===== src/rtl/ucsbece154_icache_pkg.sv =====
// rtl/ucsbece154_icache_pkg.sv - shared types and constants for the icache refill path
//
// Holds the refill FSM state encoding, the line-offset width helper and the
// burst-order encodings that the cache, the memory model and the refill
// engine must agree on.
package ucsbece154_icache_pkg;

    typedef enum logic [1:0] {
        ST_IDLE = 2'd0,
        ST_REQ  = 2'd1,
        ST_RECV = 2'd2,
        ST_DONE = 2'd3
    } refill_state_t;

    // Burst order: ascending offsets, or critical word first then ascending
    // with the critical offset skipped.
    localparam int CWF_ASCENDING  = 0;
    localparam int CWF_CRIT_FIRST = 1;

    function automatic int offset_w(input int block_words);
        return $clog2(block_words);
    endfunction

endpackage


===== src/rtl/ucsbece154_refill_order.sv =====
// rtl/ucsbece154_refill_order.sv - maps a burst beat index to its word offset in the line
//
// Ports:
//   beat   in   index of the beat within the burst (0..BLOCK_WORDS-1)
//   crit   in   offset of the missed (critical) word
//   offset out  word offset in the line that this beat carries
module ucsbece154_refill_order
    import ucsbece154_icache_pkg::*;
#(
    parameter int  BLOCK_WORDS = 4,
    parameter int  CWF         = CWF_ASCENDING,
    localparam int OFFSET_W    = offset_w(BLOCK_WORDS)
) (
    input  logic [OFFSET_W-1:0] beat,
    input  logic [OFFSET_W-1:0] crit,
    output logic [OFFSET_W-1:0] offset
);

    logic [OFFSET_W-1:0] prev;

    always_comb begin
        prev   = beat - 1'b1;
        offset = beat;
        if (CWF == CWF_CRIT_FIRST) begin
            // Beat 0 is the critical word; later beats walk the remaining
            // offsets upward, stepping over the one already delivered.
            if (beat == '0) begin
                offset = crit;
            end else if (prev < crit) begin
                offset = prev;
            end else begin
                offset = beat;
            end
        end
    end

endmodule


===== src/rtl/ucsbece154_icache_refill.sv =====
// rtl/ucsbece154_icache_refill.sv - instruction cache line refill engine
//
// Accepts one block miss, issues a single memory read request, writes the
// returned burst into the data array and forwards the critical word early.
// Aborts with timeout_err if memory stays silent for TIMEOUT_CYCLES cycles.
//
// Ports:
//   clk, reset                     clock, asynchronous active-high reset
//   miss_valid/miss_addr/miss_ready  miss handshake from the tag logic
//   MemReadRequest/MemReadAddress  one-cycle read request to memory
//   MemDataIn/MemDataReady         burst data from memory
//   fill_we/fill_offset/fill_data/fill_addr  data-array write port
//   fill_done                      pulse: line complete, may be marked valid
//   crit_valid/crit_data           pulse: critical word for the fetch stage
//   timeout_err                    pulse: refill aborted, line stays invalid
module ucsbece154_icache_refill
    import ucsbece154_icache_pkg::*;
#(
    parameter int  BLOCK_WORDS    = 4,
    parameter int  CWF            = CWF_ASCENDING,
    parameter int  TIMEOUT_CYCLES = 255,
    localparam int OFFSET_W       = offset_w(BLOCK_WORDS)
) (
    input  logic                clk,
    input  logic                reset,
    input  logic                miss_valid,
    input  logic [31:0]         miss_addr,
    output logic                miss_ready,
    output logic                MemReadRequest,
    output logic [31:0]         MemReadAddress,
    input  logic [31:0]         MemDataIn,
    input  logic                MemDataReady,
    output logic                fill_we,
    output logic [OFFSET_W-1:0] fill_offset,
    output logic [31:0]         fill_data,
    output logic [31:0]         fill_addr,
    output logic                fill_done,
    output logic                crit_valid,
    output logic [31:0]         crit_data,
    output logic                timeout_err
);

    localparam int CNT_W = $clog2(TIMEOUT_CYCLES + 1);
    localparam logic [OFFSET_W-1:0] LAST_BEAT = OFFSET_W'(BLOCK_WORDS - 1);
    localparam logic [CNT_W-1:0]    IDLE_MAX  = CNT_W'(TIMEOUT_CYCLES - 1);

    refill_state_t       state_q, state_d;
    logic [31:0]         addr_q, addr_d;
    logic [OFFSET_W-1:0] beat_q, beat_d;
    logic [CNT_W-1:0]    idle_q, idle_d;
    logic                mem_req_q, mem_req_d;
    logic                fill_we_q, fill_we_d;
    logic [OFFSET_W-1:0] fill_offset_q, fill_offset_d;
    logic [31:0]         fill_data_q, fill_data_d;
    logic                crit_valid_q, crit_valid_d;
    logic [31:0]         crit_data_q, crit_data_d;
    logic                fill_done_q, fill_done_d;
    logic                timeout_err_q, timeout_err_d;

    logic [OFFSET_W-1:0] crit;
    logic [OFFSET_W-1:0] beat_offset;

    assign crit = addr_q[2 +: OFFSET_W];

    ucsbece154_refill_order #(
        .BLOCK_WORDS (BLOCK_WORDS),
        .CWF         (CWF)
    ) u_order (
        .beat   (beat_q),
        .crit   (crit),
        .offset (beat_offset)
    );

    always_comb begin
        state_d       = state_q;
        addr_d        = addr_q;
        beat_d        = beat_q;
        idle_d        = idle_q;
        mem_req_d     = 1'b0;
        fill_we_d     = 1'b0;
        fill_offset_d = fill_offset_q;
        fill_data_d   = fill_data_q;
        crit_valid_d  = 1'b0;
        crit_data_d   = crit_data_q;
        fill_done_d   = 1'b0;
        timeout_err_d = 1'b0;

        case (state_q)
            ST_IDLE: begin
                if (miss_valid) begin
                    addr_d    = miss_addr;
                    beat_d    = '0;
                    idle_d    = '0;
                    // Registered so the request is high exactly during REQ.
                    mem_req_d = 1'b1;
                    state_d   = ST_REQ;
                end
            end
            ST_REQ: begin
                idle_d  = '0;
                state_d = ST_RECV;
            end
            ST_RECV: begin
                if (MemDataReady) begin
                    fill_we_d     = 1'b1;
                    fill_offset_d = beat_offset;
                    fill_data_d   = MemDataIn;
                    if (beat_offset == crit) begin
                        crit_valid_d = 1'b1;
                        crit_data_d  = MemDataIn;
                    end
                    idle_d = '0;
                    beat_d = beat_q + 1'b1;
                    if (beat_q == LAST_BEAT) begin
                        state_d = ST_DONE;
                    end
                end else if (idle_q == IDLE_MAX) begin
                    // This is the TIMEOUT_CYCLES-th silent cycle in a row.
                    timeout_err_d = 1'b1;
                    state_d       = ST_IDLE;
                end else begin
                    idle_d = idle_q + 1'b1;
                end
            end
            ST_DONE: begin
                fill_done_d = 1'b1;
                state_d     = ST_IDLE;
            end
            default: begin
                state_d = ST_IDLE;
            end
        endcase
    end

    always_ff @(posedge clk or posedge reset) begin
        if (reset) begin
            state_q       <= ST_IDLE;
            addr_q        <= '0;
            beat_q        <= '0;
            idle_q        <= '0;
            mem_req_q     <= 1'b0;
            fill_we_q     <= 1'b0;
            fill_offset_q <= '0;
            fill_data_q   <= '0;
            crit_valid_q  <= 1'b0;
            crit_data_q   <= '0;
            fill_done_q   <= 1'b0;
            timeout_err_q <= 1'b0;
        end else begin
            state_q       <= state_d;
            addr_q        <= addr_d;
            beat_q        <= beat_d;
            idle_q        <= idle_d;
            mem_req_q     <= mem_req_d;
            fill_we_q     <= fill_we_d;
            fill_offset_q <= fill_offset_d;
            fill_data_q   <= fill_data_d;
            crit_valid_q  <= crit_valid_d;
            crit_data_q   <= crit_data_d;
            fill_done_q   <= fill_done_d;
            timeout_err_q <= timeout_err_d;
        end
    end

    assign miss_ready     = (state_q == ST_IDLE);
    assign MemReadRequest = mem_req_q;
    assign MemReadAddress = addr_q;
    assign fill_we        = fill_we_q;
    assign fill_offset    = fill_offset_q;
    assign fill_data      = fill_data_q;
    assign fill_addr      = {addr_q[31:2+OFFSET_W], {(2 + OFFSET_W){1'b0}}};
    assign fill_done      = fill_done_q;
    assign crit_valid     = crit_valid_q;
    assign crit_data      = crit_data_q;
    assign timeout_err    = timeout_err_q;

endmodule

===== config.mk =====
export PLATFORM = sky130hd
export DESIGN_NAME = ucsbece154_icache_refill
export DESIGN_NICKNAME = d
export VERILOG_FILES = /design/src/rtl/ucsbece154_icache_pkg.sv /design/src/rtl/ucsbece154_refill_order.sv /design/src/rtl/ucsbece154_icache_refill.sv
export SDC_FILE = /design/constraint.sdc
export NUM_CORES = 1
export LEC_CHECK = 0
export BUFFER_PORTS_ARGS = -buffer_cell sky130_fd_sc_hd__clkbuf_2
export CORE_ASPECT_RATIO = 1.25
export CORE_MARGIN = 2
export CORE_UTILIZATION = 49
export CTS_BUF_LIST = sky130_fd_sc_hd__clkbuf_2 sky130_fd_sc_hd__clkbuf_4 sky130_fd_sc_hd__clkbuf_8
export CTS_CLUSTER_DIAMETER = 150
export DETAILED_ROUTE_END_ITERATION = 12
export PLACE_DENSITY = 0.8
export SLEW_MARGIN = 20
export SYNTH_ARGS = -nofsm -noshare
export SYNTH_HDL_FRONTEND = slang
export SYNTH_SLANG_ARGS = --single-unit

===== constraint.sdc =====
create_clock -name clk -period 4.1 [get_ports clk]
set_clock_uncertainty 0.2 [all_clocks]
set_input_delay 0.41 -clock clk [delete_from_list [all_inputs] [get_ports clk]]
set_output_delay 0.41 -clock clk [all_outputs]
set_load 0.05 [all_outputs]

==> key figures, run 1 <==
Setup path
  – Crit start category: flip-flop
  – CP Class: flip-flop to flip-flop
  – Slowest cell on crit path: dfrtp_1
  – CP max stage delay: about 0.48 ns
  – CP Cell Sequence: nor2b_2 -> nand2_2 -> nor3_4 -> buf_4 -> mux2_2
  – Reg-to-reg critical path startpoint: state_q[1]
  – Worst Path Required: 4.19 ns
  – WP data arrival: 2.21 ns
  – Critical-path maximum fanout: 33
  – Reg2reg setup slack: 1.99 ns
  – Worst r2r dst: crit_data[5]
  – R2R depth: 5
  – Worst setup EP type: flip-flop
  – WP buf/inv: 1
  – Cell family with most CP delay: simple AND/OR/NAND/NOR gates

Yosys
  – Synth unique cells: 35
  – Yosys reg bits: 115
  – Most frequent cell after synthesis: dfrtp_1
  – Warnings from Yosys: 0
  – Synth area leaders: dfrtp_1 61%, mux2_2 23%, buf_4 5.4%, buf_2 0.85%, ha_1 0.79%
  – Most used DFF post-synth: dfrtp_1
  – EDFF count, synth: 0
  – Post-synthesis cell count: ~320
  – Syn Std Cell Area: between 4000 and 5000 um2
  – Asr flop ratio synth: between 90% and 100%
  – Sequential area share after synthesis: around 61%
  – Syn Area/Cell: ~15 um2
  – Synth top cells by count: 115 x dfrtp_1, 97 x mux2_2, 34 x buf_4
  – Leading area contributor after synthesis: dfrtp_1
  – Area share of the largest cell type after synthesis: between 60% and 70%

CTS
  – Cts repair resizes: 0
  – Clock sinks: about 120
  – Clock Tree Buf Depth: 2
  – Clock slew seen by the registers of the worst setup and hold paths: 0.06 ns
  – # H-tree levels: 4
  – Clk Latency, worst-skew pair: ~0.41 ns
  – CTS tree: built
  – Root Driver: clkbuf_8
  – Total CTS buffers: 17

Timing
  – RSZ-0062 raised after global routing: false
  – Slew headroom: a little under half
  – Pins over their slew limit: 0
  – Peak Freq: 0.4733 GHz
  – Worst-Margin Slew: ~0.80 ns
  – Period utilisation layout: between 50% and 60%
  – Hold Fails Final Rpt: 0
  – Setup violations, final: 0
  – Fin crit period: between 2 and 2.5 ns
  – Setup tns final: 0 ns

Global routing
  – Largest net degree at the start of global routing: 69
  – Vias in the first global route: 3211
  – GR Overflow Total: 0
  – First-pass GRT wire length: roughly 16000 um
  – GRT Util Overall: between 10% and 20%
  – Antenna violations before repair: 0

Final layout
  – Nets: approximately 580
  – Layout area overhead: 29.15%
  – Filler cell count: between 700 and 800
  – Antenna diode count: 0
  – Layout cells sized above 1: between 60% and 70%

Hold path
  – Hold Path Stages: 2
  – Hold_sp: miss_addr[28]
  – Worst min-delay path class: primary input to flip-flop
  – End of the worst hold path: MemReadAddress[28]

Die
  – Die height: roughly 110 um
  – CORE AREA: between 9000 and 10000 um2
  – Die W: around 92 um
  – Row cnt: 40
  – Initial core utilization: 49.66%
  – # IOs: around 200
  – Die area: approximately 10000 um2

Status
  – Status: complete, no violations

Drt
  – ANT nets after route: 0
  – Residual DRC count: 0
  – Via/cell ratio: between 4 and 5
  – Detailed Routing Iterations Pass 1: 5
  – Routed WL: ~10000 um
  – Wire length per cell: ~15 um
  – Iteration-0 DRC Markers: 113
  – Vias after detailed routing: ~3200

Run
  – # Max-Cap Violations: 0

Place
  – Port bufs: slightly below 200
  – GP Congestion: 0.7766
  – Detail Placement HPWL: 7233 um
==> worst max-delay path by stage <==
| stage | slack [ns] | cells past startpoint | end | from |
|---|---|---|---|---|
| 6_report | 1.99 | 5 | crit_data[5] | state_q[1] |
| 5_1_grt | 1.89 | 5 | crit_data[31] | state_q[1] |
| 3_5_place_dp | 2.00 | 5 | crit_data[29] | state_q[1] |
| 2_1_floorplan | 0.45 | 1 | MemReadAddress[0] | reset |
| 4_1_cts | 1.99 | 5 | crit_data[29] | state_q[1] |
| 3_3_place_gp | 2.12 | 5 | crit_data[8] | state_q[1] |
==> cell type report <==
class                   count  area (um2)  area share, %
flip-flops and latches    115        2878          47.19
inverters                   6       25.02         0.4103
clock inverters             9       131.4          2.154
well taps                 126       157.7          2.585
multi-input cells         160        1506          24.70
repair buffers            213        1124          18.42
clock buffers              21       276.5          4.534
==> cells by family (layout without fill, tap and decap cells) <==
family,count (synthesis),count (layout),share of synthesized area (%)
buffers and inverters,51,249,7.446
flip-flops,115,115,60.94
adder cells (fa/ha/maj),3,3,0.7950
AO/OA/AOI/OAI,20,20,3.021
AND/OR/NAND/NOR,32,32,3.843
other,1,4,0.07942
multiplexers,97,97,23.13
XOR/XNOR,4,4,0.7421
==> state kept, by name, indices dropped and copies added (netlist names) <==
name            flops
fill_offset         2
fill_done           1
fill_data          32
MemReadAddress     32
timeout_err         1
MemReadRequest      1
crit_valid          1
beat_q              2
crit_data          32
fill_we             1
state_q             2
idle_q              8
==> routing by layer <==
metal | track usage, % | vias to the layer above | routed length (um)
li1 | - | 1463 | -
met4 | 11.04 | 0 | 345
met3 | 5.878 | 27 | 664
met2 | 34.46 | 147 | 5355
met5 | 0 | - | 0
met1 | 20.78 | 1576 | 3650
==> per-stage QoR <==
stage | cell area (um2) | hold WS (ns) | std cells | setup WS [ns] | util [%]
after global placement | 5600 | 0.2702 | 611 | 2.118 | 58.89
after floorplan | 4733 | 0.3065 | 326 | 0.4459 | -
final | 6098 | 0.03177 | 650 | 1.987 | 64.13
after detailed placement | 5600 | 0.2928 | 611 | 2.001 | 58.89
after CTS | 6098 | 0.0003575 | 650 | 1.995 | 64.13
after global routing | 6098 | 0.005666 | 650 | 1.890 | 64.13
==> repair_timing <==
action / in CTS / in global routing
setup buffers: 0 / 0
endpoints found under the hold margin: 74 / 0
hold buffers: 9 / 0
==> placed cells by master (no fill, tap or decap), drive strengths merged <==
master and instances:
clkinvlp 3, xnor2 2, nand3 4, o211a 2, nand4b 1, nor2 6, conb 4, and3 1
nor3 1, buf 5, nand3b 2, nor3b 1, dfrtp 115, nor4b 1, clkinv 3, nand4 1
ha 3, nand2 10, o22a 1, mux2 97, dlygate4sd3 9, inv 6, a22o 2, o2bb2ai 1
and2 1, a21o 2, nor4 1, bufinv 3, o21a 1, o22ai 1, a221o 1, a211o 1
o21ai 7, xor2 2, a21oi 1, clkbuf 220, nor2b 2
Power of run 1 is left out: the tool's default activity adds up to more than one toggle a clock period on the data nets, which glitch-free logic cannot reach.
==> inputs of run 2 (changes only) <==
Settings changed: ABC_AREA set to 1, CORE_UTILIZATION 49 to 50, PLACE_DENSITY 0.8 to 0.81.
Clock period 4.1 ns to 2 ns, I/O delays scaled along.
==> run 2 against run 1 <==
Sequential share of layout area down 5.4 points. Non-clock buffer count up 59. Setup slack lost 1.8 ns. Hold slack improved by 0.25 ns. Design area up 13%. Synthesized cell count grew 64%. Wire length grew 24%. Die area is 1.3% higher. Synthesized area up 3.4%. Critical path type is now flip-flop to primary output. Highest routed layer unchanged.
==> key figures, run 2 <==
Status
  – Status: complete, no violations

Setup path
  – WP data arrival: roughly 1.4 ns
  – CP Cell Sequence: inv_1 -> nand2_1 -> inv_1 -> clkbuf_2
  – CP max stage delay: 0.42 ns
  – Most common cell on crit path: inv_1
  – Slowest cell on crit path: dfrtp_1
  – Worst setup EP type: primary output
  – Worst Path Required: around 1.6 ns
  – Crit start category: flip-flop
  – Critical-path maximum fanout: 3
  – CP Class: flip-flop to primary output

CTS
  – # H-tree levels: 4
  – Clock sinks: between 100 and 150
  – Cts repair resizes: 0
  – CTS tree: built
  – Total CTS buffers: 17
  – Clock Tree Buf Depth: 2
  – Clock slew seen by the registers of the worst setup and hold paths: 0.06 ns
  – Clk Latency, worst-skew pair: 0.41 ns
  – Root Driver: clkbuf_8

Yosys
  – Warnings from Yosys: 0
  – Yosys reg bits: 115
  – Asr flop ratio synth: 100.0%
  – Most frequent cell after synthesis: nand2_1
  – Synth unique cells: 24
  – EDFF count, synth: 0
  – Synth top cells by count: 194 x nand2_1, 115 x dfrtp_1, 50 x inv_1
  – Syn Std Cell Area: just under 5000 um2
  – Leading area contributor after synthesis: dfrtp_1
  – Syn Area/Cell: 9.216 um2
  – Post-synthesis cell count: 530
  – Area share of the largest cell type after synthesis: approximately three fifths
  – Synth area leaders: dfrtp_1 59%, nand2_1 15%, buf_4 4.9%, o21ai_0 4.2%, o21ai_2 4.1%
  – Most used DFF post-synth: dfrtp_1
  – Sequential area share after synthesis: between 50 and 60%

Hold path
  – Worst min-delay path class: flip-flop to flip-flop

Place
  – Detail Placement HPWL: approximately 7600 um
  – GP Congestion: 0.8604
  – Placed cell count: roughly 810
  – Port bufs: just under 200

Timing
  – Pins over their slew limit: 0
  – Slew headroom: between 60 and 70%
  – WHS: 0.2850 ns
  – Setup violations, final: 0
  – Period utilisation layout: between 90% and 100%
  – Peak Freq: about 0.55 GHz
  – RSZ-0062 raised after global routing: false
  – Setup tns final: 0 ns
  – Worst-Margin Slew: 0.5983 ns
  – Fin crit period: approximately 1.8 ns
  – Hold Fails Final Rpt: 0

Die
  – # IOs: between 200 and 250
  – CORE AREA: roughly 9600 um2
  – Row cnt: 40
  – Initial core utilization: 51.10%
  – Die area: around 11000 um2
  – Die height: roughly 110 um
  – Die W: slightly above 90 um

Drt
  – Via/cell ratio: ~4.7
  – Iteration-0 DRC Markers: roughly 260
  – ANT nets after route: 0
  – Routed WL: approximately 12000 um
  – Detailed Routing Iterations Pass 1: 5
  – Vias after detailed routing: roughly 4300
  – Residual DRC count: 0
  – Wire length per cell: 13.66 um

Final layout
  – Commonest non-fill, non-tap cell in the layout: clkbuf_2
  – Nets: ~840
  – Register area: roughly 2900 um2
  – Fin cells: 908
  – Layout area overhead: 40.88%
  – Commonest cells after routing, fill and taps aside: 199 x clkbuf_2, 193 x nand2_1, 115 x dfrtp_1
  – Footprint of the multi-input gates: 1464 um2
  – Layout cells sized above 1: about a third
  – Filler cell count: roughly 660

Global routing
  – Antenna violations before repair: 0
  – GR Overflow Total: 0
  – GRT Util Overall: between 20 and 25%
  – First-pass GRT wire length: slightly above 20000 um
  – Largest net degree at the start of global routing: between 100 and 150
  – Vias in the first global route: ~4300

Run
  – # Max-Cap Violations: 0
[run 2: critical path: cells and delay by family, from the launching register on]
kind,cells,cell delay (ns)
buffers and inverters,3,0.53
flip-flops,1,0.42
AND/OR/NAND/NOR,1,0.07
[run 2: through the flow]
step	setup WS (ns)	instance area, um2	util, %
floorplan	0.2006	4900	-
global placement	0.4063	5798	60.65
detailed placement	0.3660	5798	60.65
CTS	0.1447	6879	71.96
global route	0.07799	6879	71.96
finish	0.1767	6882	71.99
[run 2: worst paths after layout]
| kind | start | to | slack [ns] | cells past startpoint |
|---|---|---|---|---|
| max | state_q[0] | miss_ready | 0.18 | 4 |
| min | fill_data[1] | fill_data[1] | 0.28 | 2 |
| max reg2reg | state_q[0] | MemReadAddress[21] | 0.33 | 8 |
| min reg2reg | fill_data[1] | fill_data[1] | 0.28 | 2 |
| max in group asynchronous | reset | fill_data[26] | 0.85 | 4 |
| min in group asynchronous | reset | fill_data[13] | 0.29 | 4 |
[run 2: timing repair]
| item | in CTS | in global routing |
|---|---|---|
| endpoints found under the hold margin | 214 | 0 |
| buffers inserted | 0 | 0 |
| hold buffers | 67 | 0 |
[run 2: area by class of cell]
| type | count | area share [%] |
|---|---|---|
| antenna | 1 | 0.03636 |
| timing repair buffer | 272 | 25.78 |
| clock inverter | 5 | 1.455 |
| clock buffer | 23 | 4.509 |
| inverter | 51 | 2.836 |
| tap | 126 | 2.291 |
| multi-input combinational | 315 | 21.27 |
| sequential | 115 | 41.82 |
[run 2: routing by layer]
layer,vias up,routed length [um],track usage [%]
met5,-,0,0
met1,1999,4868,28.69
met4,0,221,9.453
met3,23,997,8.361
met2,201,6312,41.12
li1,2074,-,-
[run 2: logic make-up (layout without fill, tap and decap cells)]
family	count (synthesis)	after routing	share of synthesized area, %
flops	115	115	58.91
buf+inv	103	351	11.40
other cells	1	5	0.07677
xor+xnor	4	4	0.7173
fa+ha+maj	3	3	0.7685
compound gates	76	76	9.606
simple gates	228	228	18.52
Power of run 2 is left out for the same reason.
